--- src/rtl/ddr_cmd_scheduler.sv ---
// DDR command scheduler: arbitrates button write/read requests and periodic refresh
// into one-hot command levels. Define DDR_SCHED_DEBOUNCE_EN to enable button debouncing.
module ddr_cmd_scheduler #(
  parameter int REFI_CYCLES  = 6400000,
  parameter int DEB_CYCLES   = 1000000,
  parameter int MAX_POSTPONE = 8
) (
  input  logic       CLK,
  input  logic       RST,
  input  logic       btn_write,
  input  logic       btn_read,
  input  logic       ctrl_idle,
  output logic       WRITE,
  output logic       READ,
  output logic       REF,
  output logic [3:0] pend_ref,
  output logic       ref_overflow
);

  typedef enum logic [1:0] {S_IDLE, S_ISSUE, S_BUSY} state_e;
  typedef enum logic [1:0] {C_WR, C_RD, C_REF} cmd_e;

  localparam int RW = (REFI_CYCLES > 2) ? $clog2(REFI_CYCLES) : 1;
  localparam logic [RW-1:0] REFI_LAST = RW'(REFI_CYCLES - 1);
  localparam logic [3:0] MAXP = 4'(MAX_POSTPONE);

  if (MAX_POSTPONE < 1 || MAX_POSTPONE > 15 || DEB_CYCLES < 1 || REFI_CYCLES < 2) begin : g_bad_param
    $error("ddr_cmd_scheduler: parameter out of range");
  end

  // Bit 0 is the write button, bit 1 the read button throughout the front end.
  logic [1:0] btn_raw, sync1_q, sync2_q, lvl, lvl_prev_q, rise;
  assign btn_raw = {btn_read, btn_write};

  // NOTE: sequential state uses non-blocking (<=) so every flop samples pre-edge values.
  always_ff @(posedge CLK) begin
    if (RST) begin
      sync1_q    <= '0;
      sync2_q    <= '0;
      lvl_prev_q <= '0;
    end else begin
      sync1_q    <= btn_raw;
      sync2_q    <= sync1_q;
      lvl_prev_q <= lvl;
    end
  end

`ifdef DDR_SCHED_DEBOUNCE_EN
  localparam int DW = $clog2(DEB_CYCLES + 1);
  logic [DW-1:0] deb_cnt_q [2];
  logic [1:0]    deb_lvl_q;

  // NOTE: the counter array is only two registers, so it is reset like any other flop.
  always_ff @(posedge CLK) begin
    if (RST) begin
      deb_lvl_q <= '0;
      for (int i = 0; i < 2; i++) deb_cnt_q[i] <= '0;
    end else begin
      for (int i = 0; i < 2; i++) begin
        if (sync2_q[i] == deb_lvl_q[i]) begin
          deb_cnt_q[i] <= '0;
        end else if (deb_cnt_q[i] == DW'(DEB_CYCLES - 1)) begin
          deb_lvl_q[i] <= sync2_q[i];
          deb_cnt_q[i] <= '0;
        end else begin
          deb_cnt_q[i] <= deb_cnt_q[i] + DW'(1);
        end
      end
    end
  end
  assign lvl = deb_lvl_q;
`else
  assign lvl = sync2_q;
`endif

  assign rise = lvl & ~lvl_prev_q;

  state_e        state_q;
  cmd_e          sel_q, sel_d;
  logic [RW-1:0] refi_cnt_q;
  logic          wr_pend_q, rd_pend_q;
  logic          write_q, read_q, ref_q;
  logic [3:0]    pend_ref_q, pend_ref_d;
  logic          ref_overflow_q, ref_overflow_d;
  logic          tick, cmd_on, any_req, leave, ref_take;

  assign tick     = (refi_cnt_q == REFI_LAST);
  assign cmd_on   = write_q | read_q | ref_q;
  assign any_req  = wr_pend_q | rd_pend_q | (pend_ref_q != 4'd0);
  assign leave    = (state_q == S_ISSUE) && cmd_on && !ctrl_idle;
  assign ref_take = leave && (sel_q == C_REF);

  // NOTE: every path below assigns sel_d, so no latch is inferred.
  always_comb begin
    if (pend_ref_q == MAXP) sel_d = C_REF;
    else if (wr_pend_q)     sel_d = C_WR;
    else if (rd_pend_q)     sel_d = C_RD;
    else                    sel_d = C_REF;
  end

  // A tick and a refresh consumption in the same cycle cancel out.
  always_comb begin
    pend_ref_d     = pend_ref_q;
    ref_overflow_d = ref_overflow_q;
    if (tick && !ref_take) begin
      if (pend_ref_q == MAXP) ref_overflow_d = 1'b1;
      else                    pend_ref_d     = pend_ref_q + 4'd1;
    end else if (ref_take && !tick) begin
      pend_ref_d = pend_ref_q - 4'd1;
    end
  end

  always_ff @(posedge CLK) begin
    if (RST) begin
      state_q        <= S_IDLE;
      sel_q          <= C_WR;
      refi_cnt_q     <= '0;
      wr_pend_q      <= 1'b0;
      rd_pend_q      <= 1'b0;
      write_q        <= 1'b0;
      read_q         <= 1'b0;
      ref_q          <= 1'b0;
      pend_ref_q     <= '0;
      ref_overflow_q <= 1'b0;
    end else begin
      refi_cnt_q     <= tick ? '0 : refi_cnt_q + RW'(1);
      pend_ref_q     <= pend_ref_d;
      ref_overflow_q <= ref_overflow_d;

      if (leave && sel_q == C_WR) wr_pend_q <= 1'b0;
      else if (rise[0])           wr_pend_q <= 1'b1;
      if (leave && sel_q == C_RD) rd_pend_q <= 1'b0;
      else if (rise[1])           rd_pend_q <= 1'b1;

      // The selection is latched in IDLE; ISSUE raises it one cycle later.
      case (state_q)
        S_IDLE: begin
          if (ctrl_idle && any_req) begin
            sel_q   <= sel_d;
            state_q <= S_ISSUE;
          end
        end
        S_ISSUE: begin
          if (!cmd_on) begin
            write_q <= (sel_q == C_WR);
            read_q  <= (sel_q == C_RD);
            ref_q   <= (sel_q == C_REF);
          end else if (!ctrl_idle) begin
            write_q <= 1'b0;
            read_q  <= 1'b0;
            ref_q   <= 1'b0;
            state_q <= S_BUSY;
          end
        end
        S_BUSY: begin
          if (ctrl_idle) state_q <= S_IDLE;
        end
        default: state_q <= S_IDLE;
      endcase
    end
  end

  assign WRITE        = write_q;
  assign READ         = read_q;
  assign REF          = ref_q;
  assign pend_ref     = pend_ref_q;
  assign ref_overflow = ref_overflow_q;

endmodule
--- config.mk ---
export PLATFORM = sky130hd
export DESIGN_NAME = ddr_cmd_scheduler
export DESIGN_NICKNAME = d
export VERILOG_FILES = /design/src/rtl/ddr_cmd_scheduler.sv
export SDC_FILE = /design/constraint.sdc
export NUM_CORES = 1
export LEC_CHECK = 0
export CORE_MARGIN = 1
export CORE_UTILIZATION = 25
export CTS_CLUSTER_DIAMETER = 60
export DETAILED_ROUTE_END_ITERATION = 10
export DONT_BUFFER_PORTS = 1
export SLEW_MARGIN = 20
export SYNTH_ARGS = -nofsm -noshare
export SYNTH_HDL_FRONTEND = slang
export SYNTH_SLANG_ARGS = --single-unit
export TNS_END_PERCENT = 50
--- constraint.sdc ---
create_clock -name CLK -period 4.75 [get_ports CLK]
set_input_delay 0.7125 -clock CLK [delete_from_list [all_inputs] [get_ports CLK]]
set_output_delay 0.7125 -clock CLK [all_outputs]
set_load 0.005 [all_outputs]
## Word-level counts from Yosys, hierarchy flattened

Index checks and enable logic that the tools add are counted.

- Memory bits (writable): 0
- Input port bits: 5
- Output and inout port bits: 8
- Bits in registers: 43
- Memory bits (read-only): 0
- Memories kept: 0
- Latch bits: 0

- $add $sub $neg: 3
- Mux-type cells: 15
- $lt $le $gt $ge: 0
- Div/mod/pow operators: 0
- Equality and inequality tests: 12
- $mul: 0
- Shift operators: 0
- Reduce and logical (&&, ||, !) cells: 23
- Bitwise gates (word level): 6

Operator list:

| operator | count |
|---|---|
| $add 23x1->23 const B | 1 |
| $eq 23x23->1 const B | 1 |
| $mux 2 | 7 |
| $mux 4 | 3 |
| $ne 2x2->1 const B | 6 |
| $logic_and 1x1->1 | 8 |
| $reduce_and 2->1 | 4 |
| $pmux 2 s3 | 1 |
| $reduce_or 2->1 | 3 |
| $add 4x1->4 const B | 1 |
| $eq 2x1->1 const B | 2 |
| $eq 2x2->1 const B | 2 |
| $eq 4x4->1 const B | 1 |
| $logic_not 2->1 | 2 |
| $mux 1 | 4 |
| $or 1x1->1 | 4 |
| $reduce_and 4->1 | 1 |
| $reduce_bool 4->1 | 1 |
| $sub 4x1->4 const B | 1 |
| $logic_not 1->1 | 3 |
| $and 2x2->2 | 1 |
| $not 2->2 | 1 |
| $reduce_bool 2->1 | 1 |

## Logic depth before layout (Yosys ltp)

- Depth after elaboration: 9
- Mapped depth: 10
- Gate-level depth less buffers: 10

## Worst setup path after synthesis

OpenSTA, ideal clock, no wires.

- Path kind: reg-to-reg
- From: register refi_cnt_q[0]
- To: register pend_ref_q[3], in the netlist pend_ref[3]
- Library setup time: 0.123 ns
- Setup slack: 2.133 ns
- Period minus slack after synthesis: 2.617 ns
- Data arrival time: 2.494 ns
- Cell stages (with the launch flop): 11
- Data required time: 4.627 ns
- Cell sequence: dfxtp_1 > ha_1 > nand3_1 > nor4_4 > and2_1 > nand2_1 > ha_1 > a21o_1 > a21oi_1 > mux2i_1 > mux2_1

- Cells in the longest elaborated chain, start to end: 5

Ends and longest elaborated chain:

| item | line | source |
|---|---|---|
| from (decl) | 80 | `logic [RW-1:0] refi_cnt_q;` |
| from (signal assigned) | 126 | `refi_cnt_q <= tick ? '0 : refi_cnt_q + RW'(1);` |
| $eq 23x23->1 (*) | 87 | `assign tick = (refi_cnt_q == REFI_LAST);` |
| $logic_not 1->1 | 108 | `end else if (ref_take && !tick) begin` |
| $logic_and 1x1->1 | 108 |  |
| $reduce_bool 2->1 (no line) | -- |  |
| $reduce_and 2->1 (no line) | -- |  |
| to (signal assigned) | 127 | `pend_ref_q <= pend_ref_d;` |
| to (decl) | 83 | `logic [3:0] pend_ref_q, pend_ref_d;` |

Mark *: on every way between the ends. The rest lies on a longest branch, timed or not.
A chain may end at the register's enable or synchronous reset.

## Worst setup path after layout

Same ends and word-level chain as after synthesis.

==> out/metrics.cfg <==
[timing]
clock-skew-final_ps = 7.73
finalCritPeriodShare = 0.591
slew_headroom = 0.481
rsz0062_at_grt = no
hold_slack_ps = 443
setup_viol = 0
tns_ps = 0
slew_violations = 0
fin_crit_ps = 2810
layout_setup_ws_ps = 1940
finalHoldViolCount = 0
fmax_mhz = 356
tightestPinTransition_ps = 778

[cts]
cts_max_level = 2
cts.sinks = 43
cts_tree = built
cts_resized = 0
clkTransAtPathRegs_ps = 80
clkLatencyLatePin_ps = 290
ctsRootBufferMaster = clkbuf_8
cts_buffers = 5
ctsHoldBuffers = 0
postCtsSetupBuffers = 0
ctsLongestPathBuffers = 2

[synth]
synth_area_um2 = 1920
yosysSeqAreaShare = 0.447
yosys_warnings = 0
ys.flop_type = dfxtp_1
synth_fp_nets = 221
async_flop_share = 0
synth-seq-cells = 43
synth_cells = 212
synth.avg_cell_area_um2 = 9.08
synth_edf_count = 0
yosys.cell_types.count = 45

[grt]
antenna_found_initial = 0
grt_pass1_vias = 1363
grtUsageTotal = 0.0908
grt_overflow_total = 0
grt_first_pass_wirelength_mm = 5.96
grt_max_degree = 25

[drt]
drt_pass1_iterations = 4
ant_nets = 0
routed_wl_mm = 3.36
vias_per_cell = 4.42
drt_iter0_markers = 59
avgRoutedWirePerCell_um = 10.8
drc = 0
vias = 1374

[flow_run]
drv_cap = 0

[critical_path]
slowest_delay_ps = 450
worstSetupStartpointType = register
cp.required_ps = 4930
crit_top_cell = ha_1
cp_cell_sequence = ha_1 -> nand3_1 -> nor4_4 -> and2_1 -> nand2_1 -> ha_1 -> a21o_1 -> a21oi_1 -> mux2i_1 -> mux2_1
reg2regPathDepth = 10
reg2reg_from = refi_cnt_q[0]
crit_path_max_fanout = 7
crit_path_top_delay_cell = nor4_4
reg2reg_to = pend_ref[3]
crit_type = reg -> reg
r2r_setup_slack_ps = 1940
endpoint_kind = register
cp_data_arrival_time_ps = 2990

[cells_and_area]
syn2layout_area_growth_pct = 9.36
nets = 221
diodes = 0
drive_gt1_frac = 0.0613

[floorplan]
die_y_um = 89.7
fp-row-count = 31
start_util = 0.263
die_x_um = 89.7
core_um2 = 7330
dieArea_um2 = 8050
ios = 13

[power_and_ir_drop]
power_leakage_nw = 0.757
peakVddDrop_mv = 0.110
power_density_nw_per_um2 = 297

[placed_design]
io_buffers = 0
place_ws_ps = 1920
dpl.hpwl_mm = 2.37
place.gp.congestion = 0.784

[min_path]
hp-class = reg -> reg
hold_end = refi_cnt_q[0]
hold_start = refi_cnt_q[0]
hold_depth = 1

[outcome]
status = finished, final reports clean

## sequential cells by signal, summed over array words and instances, names as in the netlist
signal        count
refi_cnt_q       23
sync1_q           2
state_q           2
rd_pend_q         1
READ              1
lvl_prev_q        2
lvl               2
sel_q             2
REF               1
wr_pend_q         1
WRITE             1
ref_overflow      1
pend_ref          4
## placed cells by master (no fill, tap or decap), types with 4 or more instances in the layout
cell and n:
inv_1 4, xor2_1 11, nor2b_1 8, nor2_1 37
nand3_1 14, dfxtp_1 43, and3_1 5, clkbuf_8 6
a21oi_1 5, xnor2_1 10, nand2_1 9, nor3_1 9
## synth_stat cells (4+ instances only)
master | number | area [µm²]
xor2_1 | 11 | 96.3
nor3_1 | 9 | 45.0
a21oi_1 | 5 | 25.0
buf_2 | 4 | 20.0
xnor2_1 | 10 | 87.6
and3_1 | 5 | 31.3
nor2_1 | 37 | 139
nand2_1 | 9 | 33.8
nand3_1 | 14 | 70.1
nor2b_1 | 8 | 50.1
inv_1 | 4 | 15.0
dfxtp_1 | 43 | 861
## stage by stage
step                utilization  instances  area (µm²)  power, mW
global placement          0.275        304        2020      0.404
CTS                       0.287        311        2100      0.635
global route              0.287        311        2100      0.652
floorplan                     -        212        1920      0.402
detailed placement        0.275        304        2020      0.404
finish                    0.287        311        2100      0.625
## worst max-delay path: cells and delay by family, from the launching register on
family | cells | cell delay (ps)
AND/OR/NAND/NOR | 4 | 950
multiplexers | 2 | 550
adder cells (fa/ha/maj) | 2 | 510
flip-flops | 1 | 350
AO/OA/AOI/OAI | 2 | 350
## per-layer routing
layer | GRT usage | share of wire
met5 | 0 | 0
met2 | 0.147 | 0.44
met3 | 0.0279 | 0.035
met1 | 0.108 | 0.50
met4 | 0.0451 | 0.016
## power by group
group / switching, mW / internal (mW)
combinational: 0.0119 / 0.0103
sequential: 0.00555 / 0.367
clock: 0.115 / 0.114
total: 0.133 / 0.492
## logic make-up after synthesis
group | synth area share
DFF | 0.447
buffers and inverters | 0.0241
and+or+nand+nor | 0.310
adders and majority gates | 0.0299
xor gates and xnor gates | 0.0956
AOI/OAI and AO/OA | 0.0715
muxes | 0.0215
## worst max path at each step
| stage | from | endpoint |
|---|---|---|
| finish | refi_cnt_q[0] | pend_ref[3] |
| global route | refi_cnt_q[0] | pend_ref[3] |
| CTS | refi_cnt_q[0] | pend_ref[3] |
| detailed placement | refi_cnt_q[0] | pend_ref[3] |
| global placement | refi_cnt_q[0] | pend_ref[3] |
| floorplan | refi_cnt_q[0] | pend_ref[3] |
## area by class of cell
| class | instances | area [µm²] |
|---|---|---|
| fillers | 785 | 5230 |
| multi-input cells | 158 | 1020 |
| flip-flops and latches | 43 | 861 |
| well taps | 99 | 124 |
| clock buffers | 6 | 82.6 |
| inverters | 4 | 15.0 |
| clock inverters | 1 | 5.00 |
No activity file was read; power rests on OpenSTA's default activity.
